<file path="config.mk">
export PLATFORM = sky130hd
export DESIGN_NAME = fetch_queue_flat
export DESIGN_NICKNAME = d
export VERILOG_FILES = /design/src/rtl/fetch_queue_if.sv /design/src/rtl/fetch_queue.sv /design/src/flat_wrapper.sv
export SDC_FILE = /design/constraint.sdc
export NUM_CORES = 1
export LEC_CHECK = 0
export CAP_MARGIN = 30
export CORE_ASPECT_RATIO = 2
export CORE_MARGIN = 2
export CORE_UTILIZATION = 40
export DETAILED_ROUTE_END_ITERATION = 10
export GPL_TIMING_DRIVEN = 1
export PLACE_DENSITY = 0.64
export SKIP_LAST_GASP = 1
export SLEW_MARGIN = 10
export SYNTH_ARGS = -nofsm -noshare
export SYNTH_HDL_FRONTEND = slang
export SYNTH_SLANG_ARGS = --single-unit
</file>
<file path="constraint.sdc">
create_clock -name clk -period 3 [get_ports clk]
set_input_delay 0.6 -clock clk [delete_from_list [all_inputs] [get_ports clk]]
set_output_delay 0.6 -clock clk [all_outputs]
set_load 0.01 [all_outputs]
</file>
<file path="src/rtl/fetch_queue_if.sv">
// Bundle of fetch-side signals: instruction ROM port, redirect/irq inputs and
// the decode-facing valid/ready queue head.
interface fetch_queue_if #(
    parameter int PTR_W = 2
);
    logic [31:0]    imem_addr;
    logic [31:0]    imem_rdata;
    logic           redirect_valid;
    logic [31:0]    redirect_pc;
    logic           irq;
    logic           out_valid;
    logic           out_ready;
    logic [31:0]    out_instr;
    logic [31:0]    out_pc_plus4;
    logic           out_irq;
    logic [PTR_W:0] occupancy;

    modport master (
        output imem_addr,
        input  imem_rdata,
        input  redirect_valid,
        input  redirect_pc,
        input  irq,
        output out_valid,
        input  out_ready,
        output out_instr,
        output out_pc_plus4,
        output out_irq,
        output occupancy
    );

    modport slave (
        input  imem_addr,
        output imem_rdata,
        output redirect_valid,
        output redirect_pc,
        output irq,
        input  out_valid,
        output out_ready,
        input  out_instr,
        input  out_pc_plus4,
        input  out_irq,
        input  occupancy
    );
endinterface

</file>
<file path="src/rtl/fetch_queue.sv">
// Instruction-fetch front end: PC generator feeding a DEPTH-entry queue of
// {instr, pc+4, irq tag}, drained by decode and flushed by redirects.
module fetch_queue #(
    parameter int          DEPTH    = 4,
    parameter logic [31:0] RESET_PC = 32'h0000_0000,
    parameter int          PTR_W    = 2
) (
    input  logic          clk,
    input  logic          reset,
    fetch_queue_if.master bus
);
    localparam logic [PTR_W:0] DEPTH_C = (PTR_W+1)'(DEPTH);

    logic [31:0]      r_fetch_pc;
    logic [PTR_W-1:0] r_rd_ptr;
    logic [PTR_W-1:0] r_wr_ptr;
    logic [PTR_W:0]   r_count;
    logic             r_irq_lock;

    logic [31:0]      w_next_pc;
    logic [31:0]      w_redirect_pc;
    logic             w_valid;
    logic             w_full;
    logic             w_pop;
    logic             w_fetch;
    logic             w_tag;
    logic [64:0]      w_entry [DEPTH];
    logic [64:0]      w_head;

    // Bit 31 is the kernel bit; increments wrap only within the low 31 bits.
    assign w_next_pc     = {r_fetch_pc[31], r_fetch_pc[30:0] + 31'd4};
    assign w_redirect_pc = bus.redirect_pc & 32'hFFFF_FFFC;
    assign w_valid       = (r_count != '0);
    assign w_full        = (r_count == DEPTH_C);
    assign w_pop         = w_valid & bus.out_ready & ~bus.redirect_valid;
    assign w_fetch       = ~bus.redirect_valid & (~w_full | w_pop);
    assign w_tag         = bus.irq & ~r_fetch_pc[31] & ~r_irq_lock;

    always_ff @(posedge clk) begin
        if (reset) begin
            r_fetch_pc <= RESET_PC;
            r_rd_ptr   <= '0;
            r_wr_ptr   <= '0;
            r_count    <= '0;
            r_irq_lock <= 1'b0;
        end else if (bus.redirect_valid) begin
            r_fetch_pc <= w_redirect_pc;
            r_rd_ptr   <= '0;
            r_wr_ptr   <= '0;
            r_count    <= '0;
            r_irq_lock <= 1'b0;
        end else begin
            if (w_fetch) begin
                r_fetch_pc <= w_next_pc;
                r_wr_ptr   <= r_wr_ptr + PTR_W'(1);
                if (w_tag) begin
                    r_irq_lock <= 1'b1;
                end
            end
            if (w_pop) begin
                r_rd_ptr <= r_rd_ptr + PTR_W'(1);
            end
            if (w_fetch && !w_pop) begin
                r_count <= r_count + (PTR_W+1)'(1);
            end else if (w_pop && !w_fetch) begin
                r_count <= r_count - (PTR_W+1)'(1);
            end
        end
    end

    // Entry payload is not reset; the empty-gating on the outputs hides stale data.
    generate
        for (genvar gi = 0; gi < DEPTH; gi++) begin : g_entry
            logic [64:0] r_entry;
            always_ff @(posedge clk) begin
                if (!reset && w_fetch && (r_wr_ptr == PTR_W'(gi))) begin
                    r_entry <= {bus.imem_rdata, w_next_pc, w_tag};
                end
            end
            assign w_entry[gi] = r_entry;
        end
    endgenerate

    assign w_head = w_entry[r_rd_ptr];

    assign bus.imem_addr    = r_fetch_pc;
    assign bus.out_valid    = w_valid;
    assign bus.out_instr    = w_valid ? w_head[64:33] : 32'h0;
    assign bus.out_pc_plus4 = w_valid ? w_head[32:1]  : 32'h0;
    assign bus.out_irq      = w_valid & w_head[0];
    assign bus.occupancy    = r_count;
endmodule

</file>
<file path="src/flat_wrapper.sv">
// flat-port wrapper written by rule: the top's interface ports become plain ports
module fetch_queue_flat 
#(
    parameter int          DEPTH    = 4,
    parameter logic [31:0] RESET_PC = 32'h0000_0000,
    parameter int          PTR_W    = 2
)
  (clk, reset, bus_imem_addr, bus_imem_rdata, bus_redirect_valid, bus_redirect_pc, bus_irq, bus_out_valid, bus_out_ready, bus_out_instr, bus_out_pc_plus4, bus_out_irq, bus_occupancy);
  fetch_queue_if #(.PTR_W(PTR_W)) bus_i ();
  input  logic clk;
  input  logic reset;
  output wire logic [$bits(bus_i.imem_addr)-1:0] bus_imem_addr;
  input wire logic [$bits(bus_i.imem_rdata)-1:0] bus_imem_rdata;
  input wire logic [$bits(bus_i.redirect_valid)-1:0] bus_redirect_valid;
  input wire logic [$bits(bus_i.redirect_pc)-1:0] bus_redirect_pc;
  input wire logic [$bits(bus_i.irq)-1:0] bus_irq;
  output wire logic [$bits(bus_i.out_valid)-1:0] bus_out_valid;
  input wire logic [$bits(bus_i.out_ready)-1:0] bus_out_ready;
  output wire logic [$bits(bus_i.out_instr)-1:0] bus_out_instr;
  output wire logic [$bits(bus_i.out_pc_plus4)-1:0] bus_out_pc_plus4;
  output wire logic [$bits(bus_i.out_irq)-1:0] bus_out_irq;
  output wire logic [$bits(bus_i.occupancy)-1:0] bus_occupancy;
  assign bus_imem_addr = bus_i.imem_addr;
  assign bus_i.imem_rdata = bus_imem_rdata;
  assign bus_i.redirect_valid = bus_redirect_valid;
  assign bus_i.redirect_pc = bus_redirect_pc;
  assign bus_i.irq = bus_irq;
  assign bus_out_valid = bus_i.out_valid;
  assign bus_i.out_ready = bus_out_ready;
  assign bus_out_instr = bus_i.out_instr;
  assign bus_out_pc_plus4 = bus_i.out_pc_plus4;
  assign bus_out_irq = bus_i.out_irq;
  assign bus_occupancy = bus_i.occupancy;
  fetch_queue #(.DEPTH(DEPTH), .RESET_PC(RESET_PC), .PTR_W(PTR_W)) u_core (.clk(clk), .reset(reset), .bus(bus_i));
endmodule
</file>
### Word level (Yosys, flattened, before mapping)

Cells that the tools add are included.

* bits in registers: 300
* latch bits: 0
* bits in writable memories: 0
* bits in read-only memories: 0
* bits of input ports: 69
* output and inout bits: 101
* word-level logic and storage cells: 58
* memories: 0

* add/sub/neg operators: 5
* multiply operators: 0
* divide/modulo/power cells: 0
* magnitude comparators: 1
* equality and inequality tests: 4
* shifts and indexed selects: 0
* mux-type cells: 9
* bitwise gates (word level): 12
* reductions and logical operators: 16

Operators with widths (number)
* $bmux 65 s2: 1
* $mux 65: 2
* $mux 32: 3
* $add 31x3->31 const B: 1
* $mux 31: 1
* $logic_and 1x1->1: 7
* $and 1x1->1: 6
* $mux 3: 2
* $add 2x1->2 const B: 2
* $eq 2x2->1 const B: 2
* $not 1->1: 4
* $reduce_bool 2->1: 2
* $add 3x1->3 const B: 1
* $eq 3x3->1 const B: 1
* $ge 3x3->1 const B: 1
* $logic_not 1->1: 3
* $not 2->3: 1
* $reduce_bool 3->1: 1
* $sub 3x1->3 const B: 1
* $eq 2x1->1 const B: 1
* $logic_not 2->1: 1
* $reduce_and 2->1: 1
* $reduce_or 2->1: 1
* $or 1x1->1: 1

### Depth between registers and ports, before layout

* word-level depth: 9
* depth in mapped cells: 10
* gate-level depth less buffers: 9

### Worst setup path before layout

Ideal clock, no wire load.

* kind: in2reg
* start point: in bus_redirect_valid
* end point: reg u_core.g_entry[2].r_entry[0] (enable)
* arrival time: 2621 ps
* setup slack: -48 ps
* stages: 3
* path buffers: 0
* cells stage by stage: or2_2 > nor2_1 > and2_1

* word-level cells in the longest chain between the ends: 6

RTL lines
* start, declared: line flat_wrapper.sv:14 `input wire logic [$bits(bus_i.redirect_valid)-1:0] bus_redirect_valid;`
* $not 1->1 (*): line fetch_queue.sv:35, fetch_queue.sv:36
* $and 1x1->1: line fetch_queue.sv:35 `assign w_pop = w_valid & bus.out_ready & ~bus.redirect_valid;`
* $or 1x1->1: line fetch_queue.sv:36 `assign w_fetch = ~bus.redirect_valid & (~w_full | w_pop);`
* $and 1x1->1 (*): line fetch_queue.sv:36
* $logic_and 1x1->1 (*) (2 in a row): line fetch_queue.sv:76 `if (!reset && w_fetch && (r_wr_ptr == PTR_W'(gi))) begin`
* end signal, assigned: line fetch_queue.sv:77 `r_entry <= {bus.imem_rdata, w_next_pc, w_tag};`
* end, declared: line fetch_queue.sv:74 `logic [64:0] r_entry;`

Mark *: on every way between the ends. The rest lies on a longest branch, timed or not.
A chain may end at the register's enable or synchronous reset.

### Worst setup path after layout

* start point: reg u_core.r_rd_ptr[0]
* end point: out bus_out_instr[1]

* word-level cells in the longest chain between the ends: 5

RTL lines
* start, declared: line fetch_queue.sv:15 `logic [PTR_W-1:0] r_rd_ptr;`
* start signal, assigned: line fetch_queue.sv:61 `r_rd_ptr <= r_rd_ptr + PTR_W'(1);`
* $not 2->3 (not written as such): line fetch_queue.sv:84 `assign w_head = w_entry[r_rd_ptr];`
* $bmux 65 s2: line fetch_queue.sv:84
* $mux 65 (not written as such) (2 in a row): line fetch_queue.sv:84
* $mux 32: line fetch_queue.sv:88 `assign bus.out_instr = w_valid ? w_head[64:33] : 32'h0;`
* end, declared: line flat_wrapper.sv:19 `output wire logic [$bits(bus_i.out_instr)-1:0] bus_out_instr;`

No other way between the ends. The select of a mux whose other input is x is not followed.

==> out/results.ini <==
[floorplan]
floorplan.core_area_um2 = 29600
chipWidth_um = 127
die_area_um2 = 31600
die_height_um = 249
placement_rows = 89
num_io_pins = 170
initial_core_util_pct = 40.7

[global_route]
grt_pass1_vias = 7252
global_route.usage.total_pct = 17.3
antenna_found_initial = 1
gr-total-overflow = 0
grt_max_degree = 50
grt_pass1_wl_mm = 41.7

[place]
post_place_instance_area_um2 = 14300
placement.io_buffers = 163
dpl_worst_slack_ns = 0.210
post-dp-hpwl_mm = 18.2
globalplace.congestion = 0.886

[worst_setup_path]
timing.setup.critical_path_class = reg -> out
worst_path_dominant_cell_family = buffers and inverters
crit_arrival_ns = 2.33
critical_path.max_fanout = 8
crit_path_start = u_core.r_rd_ptr[0]$_SDFFE_PP0P_
worstReg2RegStart = u_core.bus.imem_addr[10]$_SDFFE_PP0P_
ff2ff_setup_slack_ns = 0.60
timing.reg2reg.worst_path_depth = 4
worstPathCellList = buf_12 -> clkbuf_16 -> mux4_2 -> and2_1 -> clkdlybuf4s50_1
reg2reg_to = u_core.g_entry[3].r_entry[26]$_DFFE_PP_
worst-path-buf-inv = 3
critPathSlowestCell = sky130_fd_sc_hd__mux4_2
endpoint_kind = output pin
startpoint_type = flop
timing.critical_path.required_ns = 2.40
cpPeakStageDelay_ns = 0.49

[synthesis]
post_synth_num_cell_types = 51
synth_compound_gate_area_share_pct = 2.91
syn_avg_cell_area_um2 = 16.9
yosys.area_share.adder_pct = 0.789
synth.cell_area_um2 = 12100
synth-xor-area-share_pct = 3.34
synth_simple_gate_area_share_pct = 8.93
synth.ff_latch_count = 290
mux_cell_area_share_after_synthesis_pct = 12.7
main_combinational_cell_family_by_area_after_synthesis = multiplexers
netlist_instances = 715
ys_seq_area_share_pct = 69.1
yosys_warnings = 0

[sta]
relative_slew_slack_pct = 62.7
final.hold.worst_slack_ns = 0.421
fin_setup_tns_ns = 0
timing.clock.skew_ns = 0.0122
top_achievable_clock_speed_ghz = 0.341
worst_slack_ns = 0.0651
setup_violations = 0
timing_hold_violations_final = 0
layout_min_cycle_time_ns = 2.93
maxSlewViolCount = 0
transition_time_of_the_tightest_slew_check_pin_ns = 0.545
finalCritPeriodShare_pct = 97.8

[pwr]
power.total_uw = 8850
pwr-share-clk_pct = 39.1
combPwrFrac_pct = 9.3
power.sequential.fraction_pct = 51.6
p_per_area_nw_per_um2 = 574
intPower_uw = 6930
power_switching_uw = 1920
sw_frac_of_total_pct = 21.7
power.static_leakage_uw = 0.00579
peakVddDrop_mv = 0.405

[clock_network]
clock-sinks = 290
clock-root-buffer = sky130_fd_sc_hd__clkbuf_16
clkLatencyLatePin_ns = 0.54
path_clk_slew_ns = 0.07
cts_tree = yes
post_cts_hold_buffer_count = 0
cts_inserted_buffers = 26
htreeDepth = 1
cts_max_path_buffers = 3

[final_layout]
final_common_cell = sky130_fd_sc_hd__edfxtp_1
areaGrowthSynthToFinish_pct = 27.9
final_cell_area_um2 = 15400
final_layout_size_suffix_gt1_share_pct = 18.1
fillCellCount = 2489
nets_final = 982
final_cell_mix = sky130_fd_sc_hd__edfxtp_1, sky130_fd_sc_hd__clkdlybuf4s50_1, sky130_fd_sc_hd__and2_1

[route]
avgViaCountPerCell = 5.24
postRouteWirelength_mm = 27.5
drcViolationCount = 0
routedWlPerCell_um = 21.3
drtIter0Drc = 358
drtPass1Iterations = 4
detail-route-antenna-nets = 0
routed-via-count = 6758

[hold_path]
worstHoldStart = bus_redirect_valid
worst_hold_path.endpoint = u_core.bus.imem_addr[31]$_SDFFE_PP0P_
worst_hold_path_stage_count = 3
class_of_the_tightest_hold_or_removal_check = in -> reg

[status]
status = finished, final reports clean

[job]
max_cap_viol_count = 0

sequential cells by signal, summed over array words and instances, names as in the netlist:
| register | cells |
|---|---|
| u_core.bus.occupancy | 3 |
| u_core.r_irq_lock | 1 |
| u_core.bus.imem_addr | 30 |
| u_core.r_wr_ptr | 2 |
| u_core.g_entry.r_entry | 252 |
| u_core.r_rd_ptr | 2 |
through the flow:
step	utilization (%)	std cells
floorplan	-	718
global placement	48.2	1229
detailed placement	48.3	1231
CTS	51.6	1287
global route	52.1	1290
finish	52.1	1290
power by group through the flow:
stage               Sequential, uW  Clock [uW]  Combinational [uW]
finish                        4570        3460                 823
global route                  4580        3680                 892
CTS                           4570        3560                 851
detailed placement            4660           0                 853
global placement              4660           0                 841
floorplan                     4650           0                 383
what timing repair did:
action                                 in CTS  in global routing
cloned                                      0                  2
buffers inserted                            9                  0
setup endpoints to repair                  63                 42
endpoints found under the hold margin       0                  0
resized for setup                          25                 37
routing by layer:
metal,vias to the layer above,global-route usage [%],routed length [um]
li1,3111,-,-
met1,3443,18.9,10100
met2,167,34.1,15900
met3,37,1.84,834
met4,0,6.06,694
met5,-,0,0
cell families (layout without fill, tap and decap cells):
kind of cell,Yosys count,in the layout
xor gates and xnor gates,46,46
adders and majority gates,7,7
DFF,290,290
other,1,5
AOI/OAI and AO/OA,50,50
and+or+nand+nor,186,186
muxes,74,74
buffers and inverters,61,268
worst max path at each step:
| stage | slack (ns) | cells after the start | endpoint |
|---|---|---|---|
| 6_report | 0.07 | 5 | bus_out_instr[1] |
| 5_1_grt | -0.005 | 5 | bus_out_pc_plus4[3] |
| 4_1_cts | -0.05 | 5 | bus_out_pc_plus4[26] |
| 3_5_place_dp | 0.21 | 5 | u_core.g_entry[1].r_entry[36]$_DFFE_PP_ |
| 3_3_place_gp | 0.10 | 4 | u_core.g_entry[2].r_entry[40]$_DFFE_PP_ |
| 2_1_floorplan | 0.63 | 3 | u_core.g_entry[0].r_entry[0]$_DFFE_PP_ |
layout make-up:
type                       count  area (um2)  share of cell area (%)
multi-input combinational    367        3480                    22.6
tap                          364         455                    2.95
antenna                        1        2.50                  0.0162
clock inverter                15         189                    1.23
inverter                      15        56.3                   0.365
sequential                   290        8340                    54.1
clock buffer                  32         694                    4.50
timing repair buffer         206        2200                    14.3
cells in the mapped netlist, drive strengths merged:
master     n  area share, %
or4        4           0.31
o22ai      2           0.10
nor3      11           0.46
inv       15           0.47
buf       15           0.75
o21a       6           0.37
and2      68            3.5
or2        3           0.16
nor2      29           0.90
fa         1           0.17
a21oi     12           0.50
mux4      63             12
a31oi      1          0.052
o2bb2ai    9           0.65
a2111oi    2           0.16
or3        4           0.21
nor4       7           0.49
conb       1          0.031
nand3      6           0.33
xor2      29            2.1
nand4      9           0.59
nor2b     14           0.73
mux2i     10           0.83
a211oi     2           0.12
and4       1          0.073
mux2       1          0.093
clkbuf    31            1.0
a21boi     1          0.062
edfxtp   252             63
ha         6           0.62
a221oi     1          0.073
nor3b      2           0.17
xnor2     17            1.2
nand3b     1          0.062
a22oi     10           0.62
a21o       1          0.062
o21ai      3           0.12
nand4bb    1          0.093
nand2b     1          0.052
nand2     25           0.78
dfxtp     38            6.3
worst register-to-register path, delay by kind of cell (launching register included):
family / cells / cell delay [ns]
AND/OR/NAND/NOR: 3 / 1.25
flip-flops: 1 / 0.50
XOR/XNOR: 1 / 0.41
Power figures use the tool's default switching activity.
